### src/rtl/axi4lite_bram_ctrl.sv
// rtl/axi4lite_bram_ctrl.sv - AXI4-Lite slave bridging single transactions onto BRAM port A
//
// Purpose : accepts one AXI4-Lite read or write at a time and turns it into
//           registered BRAM EN/WEN/Addr/Dout strobes; BRAM read data is
//           returned as RDATA. Addresses outside C_BASEADDR..+C_MEMSIZE-1
//           get SLVERR and never touch the BRAM.
// Build option : define BRAM_RD_PIPE_EN when the BRAM primitive output
//           register is enabled; adds one read wait state (read latency 4).
// Ports   : Clk, Rst                      clock, async active-high reset
//           S_AXI_AW*/W*/B*               write address, data, response
//           S_AXI_AR*/R*                  read address, data/response
//           BRAM_Rst_A, BRAM_Clk_A        pass-through of Rst / Clk
//           BRAM_EN_A, BRAM_WEN_A[0:3]    registered enable / byte write enables
//           BRAM_Addr_A[0:31]             byte offset from C_BASEADDR, word aligned
//           BRAM_Dout_A[0:31]             write data (bit 0 = WDATA[31])
//           BRAM_Din_A[0:31]              read data, one cycle after EN
module axi4lite_bram_ctrl #(
  parameter logic [31:0] C_BASEADDR = 32'h0000_0000,
  parameter logic [32:0] C_MEMSIZE  = 33'h0_0000_2000,
  parameter int          C_NUM_WE   = 4
) (
  input  logic                Clk,
  input  logic                Rst,
  input  logic [31:0]         S_AXI_AWADDR,
  input  logic                S_AXI_AWVALID,
  output logic                S_AXI_AWREADY,
  input  logic [31:0]         S_AXI_WDATA,
  input  logic [C_NUM_WE-1:0] S_AXI_WSTRB,
  input  logic                S_AXI_WVALID,
  output logic                S_AXI_WREADY,
  output logic [1:0]          S_AXI_BRESP,
  output logic                S_AXI_BVALID,
  input  logic                S_AXI_BREADY,
  input  logic [31:0]         S_AXI_ARADDR,
  input  logic                S_AXI_ARVALID,
  output logic                S_AXI_ARREADY,
  output logic [31:0]         S_AXI_RDATA,
  output logic [1:0]          S_AXI_RRESP,
  output logic                S_AXI_RVALID,
  input  logic                S_AXI_RREADY,
  output logic                BRAM_Rst_A,
  output logic                BRAM_Clk_A,
  output logic                BRAM_EN_A,
  output logic [0:C_NUM_WE-1] BRAM_WEN_A,
  output logic [0:31]         BRAM_Addr_A,
  output logic [0:31]         BRAM_Dout_A,
  input  logic [0:31]         BRAM_Din_A
);

  localparam logic [1:0] RESP_OKAY   = 2'b00;
  localparam logic [1:0] RESP_SLVERR = 2'b10;

  typedef enum logic [2:0] {
    IDLE,
    WR_RESP,
    RD_ISSUE,
`ifdef BRAM_RD_PIPE_EN
    RD_PIPE,
`endif
    RD_CAPT,
    RD_RESP
  } state_t;

  state_t      state, next_state;
  logic        prefer_wr;
  logic        wr_elig, rd_elig;
  logic        wr_accept, rd_accept;
  logic [32:0] wr_off, rd_off;
  logic        wr_in_range, rd_in_range;

  assign BRAM_Rst_A = Rst;
  assign BRAM_Clk_A = Clk;

  // 33-bit subtraction: bit 32 set means the address lies below the base.
  assign wr_off      = {1'b0, S_AXI_AWADDR} - {1'b0, C_BASEADDR};
  assign rd_off      = {1'b0, S_AXI_ARADDR} - {1'b0, C_BASEADDR};
  assign wr_in_range = !wr_off[32] && (wr_off < C_MEMSIZE);
  assign rd_in_range = !rd_off[32] && (rd_off < C_MEMSIZE);

  assign wr_elig = S_AXI_AWVALID && S_AXI_WVALID;
  assign rd_elig = S_AXI_ARVALID;

  // READYs are combinational accept strobes, forced low while reset is held.
  assign S_AXI_AWREADY = wr_accept && !Rst;
  assign S_AXI_WREADY  = wr_accept && !Rst;
  assign S_AXI_ARREADY = rd_accept && !Rst;

  always_ff @(posedge Clk or posedge Rst) begin
    if (Rst) state <= IDLE;
    else     state <= next_state;
  end

  always_comb begin
    next_state = state;
    wr_accept  = 1'b0;
    rd_accept  = 1'b0;
    case (state)
      IDLE: begin
        if (wr_elig && (!rd_elig || prefer_wr)) begin
          wr_accept  = 1'b1;
          next_state = WR_RESP;
        end else if (rd_elig) begin
          rd_accept  = 1'b1;
          next_state = rd_in_range ? RD_ISSUE : RD_RESP;
        end
      end
      WR_RESP:  if (S_AXI_BREADY) next_state = IDLE;
`ifdef BRAM_RD_PIPE_EN
      RD_ISSUE: next_state = RD_PIPE;
      RD_PIPE:  next_state = RD_CAPT;
`else
      RD_ISSUE: next_state = RD_CAPT;
`endif
      RD_CAPT:  next_state = RD_RESP;
      RD_RESP:  if (S_AXI_RREADY) next_state = IDLE;
      default:  next_state = IDLE;
    endcase
  end

  always_ff @(posedge Clk or posedge Rst) begin
    if (Rst) begin
      prefer_wr    <= 1'b1;
      BRAM_EN_A    <= 1'b0;
      BRAM_WEN_A   <= '0;
      BRAM_Addr_A  <= '0;
      BRAM_Dout_A  <= '0;
      S_AXI_BVALID <= 1'b0;
      S_AXI_BRESP  <= RESP_OKAY;
      S_AXI_RVALID <= 1'b0;
      S_AXI_RRESP  <= RESP_OKAY;
      S_AXI_RDATA  <= '0;
    end else begin
      // EN/WEN are one-cycle pulses; Addr/Dout simply hold their last value.
      BRAM_EN_A  <= 1'b0;
      BRAM_WEN_A <= '0;

      if (wr_accept) begin
        prefer_wr    <= 1'b0;
        S_AXI_BVALID <= 1'b1;
        if (wr_in_range) begin
          BRAM_EN_A   <= 1'b1;
          BRAM_WEN_A  <= S_AXI_WSTRB;
          BRAM_Addr_A <= wr_off[31:0] & 32'hFFFF_FFFC;
          BRAM_Dout_A <= S_AXI_WDATA;
          S_AXI_BRESP <= RESP_OKAY;
        end else begin
          S_AXI_BRESP <= RESP_SLVERR;
        end
      end

      if (rd_accept) begin
        prefer_wr <= 1'b1;
        if (rd_in_range) begin
          BRAM_EN_A   <= 1'b1;
          BRAM_Addr_A <= rd_off[31:0] & 32'hFFFF_FFFC;
        end else begin
          // Decode error answers immediately without a BRAM access.
          S_AXI_RVALID <= 1'b1;
          S_AXI_RRESP  <= RESP_SLVERR;
          S_AXI_RDATA  <= '0;
        end
      end

      if (state == RD_CAPT) begin
        S_AXI_RDATA  <= BRAM_Din_A;
        S_AXI_RRESP  <= RESP_OKAY;
        S_AXI_RVALID <= 1'b1;
      end

      if (state == WR_RESP && S_AXI_BREADY) begin
        S_AXI_BVALID <= 1'b0;
        S_AXI_BRESP  <= RESP_OKAY;
      end

      if (state == RD_RESP && S_AXI_RREADY) begin
        S_AXI_RVALID <= 1'b0;
        S_AXI_RRESP  <= RESP_OKAY;
      end
    end
  end

endmodule

### config.mk
export PLATFORM = sky130hd
export DESIGN_NAME = axi4lite_bram_ctrl
export DESIGN_NICKNAME = d
export VERILOG_FILES = /design/src/rtl/axi4lite_bram_ctrl.sv
export SDC_FILE = /design/constraint.sdc
export NUM_CORES = 1
export LEC_CHECK = 0
export CORE_MARGIN = 2
export CORE_UTILIZATION = 34
export CTS_CLUSTER_DIAMETER = 40
export DETAILED_ROUTE_END_ITERATION = 10
export PLACE_DENSITY = 0.77
export SETUP_SLACK_MARGIN = 0.15
export SYNTH_ARGS = -nofsm -noshare
export SYNTH_HDL_FRONTEND = slang
export SYNTH_SLANG_ARGS = --single-unit
### constraint.sdc
create_clock -name Clk -period 2.89 [get_ports Clk]
set_input_delay 0.289 -clock Clk [delete_from_list [all_inputs] [get_ports Clk]]
set_output_delay 0.289 -clock Clk [all_outputs]
set_load 0.05 [all_outputs]
# Word level (Yosys, flattened, before mapping)

Index checks and enable logic that the tools add are counted.

Equality and inequality tests: 9
Reductions and logical operators: 18
Divide/modulo/power cells: 0
Multipliers: 0
Order comparisons: 2
Mux-type cells: 39
Shift-type cells: 0
Bitwise operators: 0
Add/subtract/negate cells: 0

Operators by type and width:

| cell                 | count |
|---|---|
| $mux 32              | 7 |
| $lt 32x14->1 const B | 2 |
| $mux 1               | 17 |
| $mux 3               | 5 |
| $pmux 3 s5           | 1 |
| $mux 2               | 7 |
| $mux 4               | 2 |
| $eq 3x2->1 const B   | 2 |
| $logic_and 1x1->1    | 6 |
| $reduce_and 2->1     | 3 |
| $reduce_bool 2->1    | 3 |
| $ne 2x2->1 const B   | 2 |
| $eq 3x1->1 const B   | 1 |
| $eq 3x3->1 const B   | 1 |
| $logic_not 3->1      | 1 |
| $ne 3x1->1 const B   | 1 |
| $ne 3x3->1 const B   | 1 |
| $reduce_and 3->1     | 1 |
| $reduce_bool 3->1    | 1 |
| $logic_not 1->1      | 2 |
| $ne 2x1->1 const B   | 1 |
| $logic_or 1x1->1     | 1 |

Output and inout port bits: 112
Word-level logic and storage cells: 79
Memories: 0
Bits in writable memories: 0
Bits in latches: 0
Flip-flop bits (word level): 111
Bits in read-only memories: 0
Bits of input ports: 139

# Logic depth before layout (Yosys ltp)

Gate-level depths: netlist (run 1).

Depth after elaboration: 8
Depth in mapped cells: 8
Mapped depth without buffers: 5

==> run summary, run 1 <==
status: completed
grt total ovfl: 0
final hold viol count: 0
Arr. time, crit path: 2.39 ns
CP required: 2.60 ns
HPWL after DPL: 8.76 mm
area share of the leading cell type in the synthesized netlist: 0.623
sequential fraction of the synthesis area: 0.629
Setup Skew: 0.00709 ns
crit path max-delay cell type: clkdlybuf4s50_1
largest net degree at the start of global routing: 49
vias in the first global route: 3,558
Final Slew Violations: 0
Initial Utilization: 0.346
port buffer count: 244
crit path launch type: clock port
Total GRT Usage: 0.172
clock latency on the worst-skew pair: 0.46 ns
drt via density: 4.75
Total Wirelength: 11.9 mm
syn avg cell area: 13.5 sq um
max-capacitance violation count: 0
die height: 117 um
Mapped Area: 0.00434 sq mm
drt drc: 0
Detailed Route Iter0 Violations: 183
M3 GR Usage: 0.0587
Synth Register Bits: 109
Top Ports: 251
via count: 3,512
CP most frequent cell: clkbuf_16
Wirelength per Cell: 16.0 um
GR Util met1: 0.203
Worst-Margin Slew: 0.534 ns
Pleak: 0.00351 uW
Synth cell types: 30
TritonCTS clock tree: done
die footprint: 0.0137 sq mm
Ant. Diodes: 0
Rel. slew slack: 0.643
worst-path fanout max: 2
Ys Warns: 0
Placer Congestion: 0.808
share of layout cells above drive strength 1: 0.114
Yosys top cell by area: dfrtp_1
clock-pin transition on the worst setup and hold timing paths: 0.07 ns
Setup CP Type: clock port to output pin
Top Usage Layer GRT: met2
met2 usage: 0.277
P per Cell Area: 507 mW/mm^2
CTS Hold Bufs: 0
largest stage delay on the critical path: 0.69 ns
# rows: 41
Final nets: 702
DRT Pass-1 Iters: 4
unrepaired setup endpoints after global routing: no
Final setup viols: 0
Die Wd: 117 um
core outline area: 0.0125 sq mm
Final Power: 3710 uW
Worst VDD drop: 312 uV
hold crit path type: primary input to async pin
Detail Route Antenna Nets: 0
sum of negative setup slack: 0 ns
first-pass GRT wire length: 17.8 mm
P&R area growth vs syn: 69.1%
Syn Inst Count: 320
CP Capture Type: output pin
layout filler cell count: 1,040
initial antenna violation count: 0
final hold slack: 0.244 ns
synth top area cells: dfrtp_1 (62%), mux2_4 (11%), a22o_1 (6.5%), and3_1 (3.0%), mux2i_1 (2.5%)
CP Cell Sequence: clkbuf_16 -> clkbuf_16 -> clkdlybuf4s50_1
-- worst max-delay path: cells and delay by family --
family / cells / cell delay [ns]
buffers and inverters: 3 / 0.94
-- power by group --
group,switching [uW],internal [uW]
clock,670,891
sequential,46.4,1570
combinational,278,262
-- final timing paths --
path                       slack [ns]             from  cells after the start         endpoint
max                              0.21              Clk                      3       BRAM_Clk_A
min                              0.24              Rst                      2        BRAM_EN_A
max reg2reg                      0.61         state[1]                      5   BRAM_Dout_A[1]
min reg2reg                      0.50  S_AXI_RDATA[14]                      1  S_AXI_RDATA[14]
max in group asynchronous        1.96              Rst                      3  BRAM_Dout_A[27]
min in group Clk                 0.35   S_AXI_WSTRB[1]                      3    BRAM_WEN_A[2]
-- cell families (layout without fill, tap and decap cells) --
family                 count (synthesis)  in the layout  synth area share
AND/OR/NAND/NOR                       74             74            0.0880
multiplexers                          43             43             0.136
buffers and inverters                 33            280            0.0430
other                                  1              2          0.000865
flip-flops                           109            109             0.629
AO/OA/AOI/OAI                         60             60             0.102
-- synth_stat cells (all sizes together) --
master,instances
o211ai,1
nor2,24
buf,15
nor4,9
o211a,1
or3,2
nand3,2
nand2,10
o21ai,4
a311oi,1
nor3,4
a21oi,17
mux2,32
o21a,1
mux2i,11
clkbuf,10
nand4,1
o2111ai,1
o21bai,1
and2,1
dfrtp,108
conb,1
dfstp,1
inv,8
a32oi,1
a22o,32
and3,21
-- layout by cell type (no fill, tap or decap) --
cell             netlist  routed
a21oi_1               17      17
a22o_1                32      32
a311oi_1               1       1
a32oi_1                1       1
and2_1                 1       1
and3_1                21      21
buf_12                 0       2
buf_4                  5       7
bufinv_16              0       1
clkbuf_1              10       1
clkbuf_16              0      12
clkdlybuf4s50_1        0     242
clkinvlp_4             0       2
conb_1                 1       2
dfrtp_1              108     108
dfstp_2                1       1
dlygate4sd2_1          0       1
dlymetal6s2s_1         0       1
inv_1                  8       7
inv_6                  0       2
inv_8                  0       2
mux2_4                32      32
mux2i_1               11      11
nand2_1               10      10
nand3_1                2       2
nand4_1                1       1
nor2_1                24      22
nor2_2                 0       2
nor3_1                 3       3
nor3_4                 1       1
nor4_1                 9       9
o2111ai_1              1       1
o211a_1                1       1
o211ai_1               1       1
o21a_1                 1       1
o21ai_0                4       4
o21bai_1               1       1
or3_1                  2       1
or3_4                  0       1
-- repair_timing --
action	in CTS	in global routing
resized for setup	1	1
hold endpoints to repair	0	0
endpoints found under the setup margin	2	1
buffers inserted	0	0
pin swaps	0	0
-- per-layer routing --
| layer | wire, um | part of all wire | vias up |
|---|---|---|---|
| li1 | - | - | 1616 |
| met1 | 4740 | 0.40 | 1714 |
| met2 | 5710 | 0.48 | 160 |
| met3 | 1150 | 0.097 | 22 |
| met4 | 262 | 0.022 | 0 |
| met5 | 0 | 0 | - |
-- layout make-up --
type | instances | area [sq um] | area share
Clock buffer | 14 | 314 | 0.0428
Clock inverter | 6 | 77.6 | 0.0106
Inverter | 8 | 33.8 | 0.00461
Multi-Input combinational cell | 179 | 1430 | 0.196
Sequential cell | 109 | 2730 | 0.372
Tap cell | 172 | 215 | 0.0294
Timing Repair Buffer | 252 | 2530 | 0.345
-- through the flow --
| stage | setup slack (ns) | utilization | cell area (sq um) | std cells |
|---|---|---|---|---|
| global route | 0.200 | 0.586 | 7330 | 740 |
| floorplan | 0.736 | - | 4340 | 321 |
| CTS | 0.154 | 0.585 | 7330 | 740 |
| detailed placement | 0.450 | 0.555 | 6950 | 721 |
| finish | 0.210 | 0.586 | 7330 | 740 |
| global placement | 0.484 | 0.555 | 6950 | 721 |
-- state kept, by name, indices dropped and copies added (netlist names), 3 cells and up --
signal       cells
BRAM_Addr_A     32
BRAM_Dout_A     32
BRAM_WEN_A       4
S_AXI_RDATA     32
state            3
Power figures use the tool's default switching activity.
==> run 2, diff against run 1 <==
--- a/config.mk
+++ b/config.mk
@@ -6,10 +6,12 @@
 export NUM_CORES = 1
 export LEC_CHECK = 0
 export CORE_MARGIN = 2
-export CORE_UTILIZATION = 34
+export CORE_UTILIZATION = 35
+export CTS_BUF_LIST = sky130_fd_sc_hd__clkbuf_2
 export CTS_CLUSTER_DIAMETER = 40
+export CTS_CLUSTER_SIZE = 16
 export DETAILED_ROUTE_END_ITERATION = 10
-export PLACE_DENSITY = 0.77
+export PLACE_DENSITY = 0.79
 export SETUP_SLACK_MARGIN = 0.15
 export SYNTH_ARGS = -nofsm -noshare
 export SYNTH_HDL_FRONTEND = slang
==> run summary, run 2 (synthesis results as in run 1) <==
port buffer count: 244 (unchanged)
Detailed Route Iter0 Violations: 142 (-22%)
most frequent cells in the layout: clkdlybuf4s50_1 (241), dfrtp_1 (108), mux2_4 (32), a22o_1 (32), nor2_1 (22)
status: completed
Worst VDD drop: 433 uV (+39%)
via count: 3,404 (-3.1%)
unrepaired setup endpoints after global routing: no
HPWL after DPL: 8.53 mm (-2.6%)
share of layout cells above drive strength 1: 0.117 (+0.00217)
Worst Hold Depth: 3
die height: 115 um (-1.4%)
CP Capture Type: output pin
CTS Hold Bufs: 0 (unchanged)
TritonCTS clock tree: done
Setup CP Type: clock port to output pin
Final nets: 700 (-0.28%)
Final Worst Setup Slack: 0.295 ns (+0.0852 ns)
Final setup viols: 0 (unchanged)
# rows: 40 (-2.4%)
Top Registers: BRAM_Addr_A x32, BRAM_Dout_A x32, S_AXI_RDATA x32
final hold slack: 0.0939 ns (-0.150 ns)
clock latency on the worst-skew pair: 0.69 ns (+0.23 ns)
most common cell after layout, fill and taps aside: clkdlybuf4s50_1
first-pass GRT wire length: 17.9 mm (about the same)
Detail Route Antenna Nets: 0 (unchanged)
Wirelength per Cell: 15.7 um (-2.4%)
Core Util, Final: 0.584 (-0.00133)
Setup Skew: 0.0281 ns (+0.0210 ns)
hold endpoint: BRAM_WEN_A[3]
final hold viol count: 0 (unchanged)
max-capacitance violation count: 0 (unchanged)
Place WS: 0.484 ns (+0.0335 ns)
Rel. slew slack: 0.627 (-0.0154)
sum of negative setup slack: 0 ns (unchanged)
clock-pin transition on the worst setup and hold timing paths: 0.26 ns (+0.19 ns)
P per Cell Area: 423 mW/mm^2 (-17%)
Critical R2R Launch: state[1]
R2R cell count: 5 (unchanged)
Die Wd: 115 um (-1.4%)
Final Cell Area: 0.00705 sq mm (-3.9%)
Ant. Diodes: 0 (unchanged)
layout filler cell count: 974 (-6.3%)
Placer Congestion: 0.856 (+6.0%)
Pleak: 0.00338 uW (-3.6%)
worst-path fanout max: 2 (unchanged)
CP required: 2.60 ns (about the same)
Top Ports: 251 (unchanged)
Critical R2R Capture: BRAM_Dout_A[17]
die footprint: 0.0133 sq mm (-2.8%)
hold crit path type: primary input to flip-flop
Area after DPL: 0.00693 sq mm (-0.29%)
grt total ovfl: 0 (unchanged)
drt drc: 0 (unchanged)
Register Area: 0.00273 sq mm (unchanged)
initial antenna violation count: 0 (unchanged)
Total Wirelength: 11.5 mm (-3.2%)
core outline area: 0.0121 sq mm (-3.6%)
Arr. time, crit path: 2.31 ns (-0.08 ns)
Hold Crit Start: S_AXI_WSTRB[0]
largest net degree at the start of global routing: 65 (+33%)
Initial Utilization: 0.359 (+0.0131)
multi-input combinational cell area: 0.00143 sq mm (unchanged)
crit path launch type: clock port
Final Slew Violations: 0 (unchanged)
vias in the first global route: 3,470 (-2.5%)
drt via density: 4.64 (-2.3%)
Total GRT Usage: 0.175 (+0.00311)
P&R area growth vs syn: 62.5%
r2r setup slk: 0.70 ns (+0.09 ns)
Worst-Margin Slew: 0.558 ns (+0.0231 ns)
DRT Pass-1 Iters: 4 (unchanged)
run 2: stage by stage:
step	total power, uW	instances
floorplan	1970	321
global placement	2250	715
detailed placement	2260	715
CTS	3020	734
global route	3120	734
finish	2980	734
run 2: how the worst max path moves through the flow:
| stage | start | endpoint | depth (start not counted) |
|---|---|---|---|
| 2_1_floorplan | state[1] | S_AXI_WREADY | 4 |
| 3_3_place_gp | Clk | BRAM_Clk_A | 1 |
| 3_5_place_dp | Clk | BRAM_Clk_A | 1 |
| 4_1_cts | state[1] | S_AXI_WREADY | 4 |
| 5_1_grt | state[1] | S_AXI_ARREADY | 4 |
| 6_report | Clk | BRAM_Clk_A | 3 |
run 2: power breakdown:
group	leakage [uW]	internal, uW	switching, uW	total (uW)
logic	0.00179	259	277	535
registers	0.00150	1570	44.0	1620
clock network	0.0000889	261	565	827
run 2: area by class of cell:
class,instances,share of cell area
tap,168,0.0298
sequential,109,0.387
clock buffer,15,0.0114
timing repair buffer,250,0.355
inverter,8,0.00479
multi-input combinational,179,0.203
clock inverter,5,0.00852
run 2: timing repair:
action	in CTS	in global routing
buffers inserted	0	0
gates resized for setup	3	5
cloned	0	0
hold endpoints to repair	0	0
endpoints found under the setup margin	3	3
run 2: critical path: stages:
cell and delay, ns:
clkbuf_2 0.08, clkbuf_2 0.09, clkdlybuf4s50_1 0.69
run 2: per-layer routing:
metal	part of all wire	vias up	GRT usage
met3	0.075	20	0.0438
met1	0.43	1609	0.229
met5	0	-	0
met4	0.021	0	0.0811
li1	-	1614	-
met2	0.47	161	0.274
==> run 3, diff against run 2 <==
--- a/config.mk
+++ b/config.mk
@@ -11,6 +11,7 @@
 export CTS_CLUSTER_DIAMETER = 40
 export CTS_CLUSTER_SIZE = 16
 export DETAILED_ROUTE_END_ITERATION = 10
+export GPL_ROUTABILITY_DRIVEN = 0
 export PLACE_DENSITY = 0.79
 export SETUP_SLACK_MARGIN = 0.15
 export SYNTH_ARGS = -nofsm -noshare
==> results of run 3 <==
The final DEF is identical to that of run 2; final timing and power are the same.
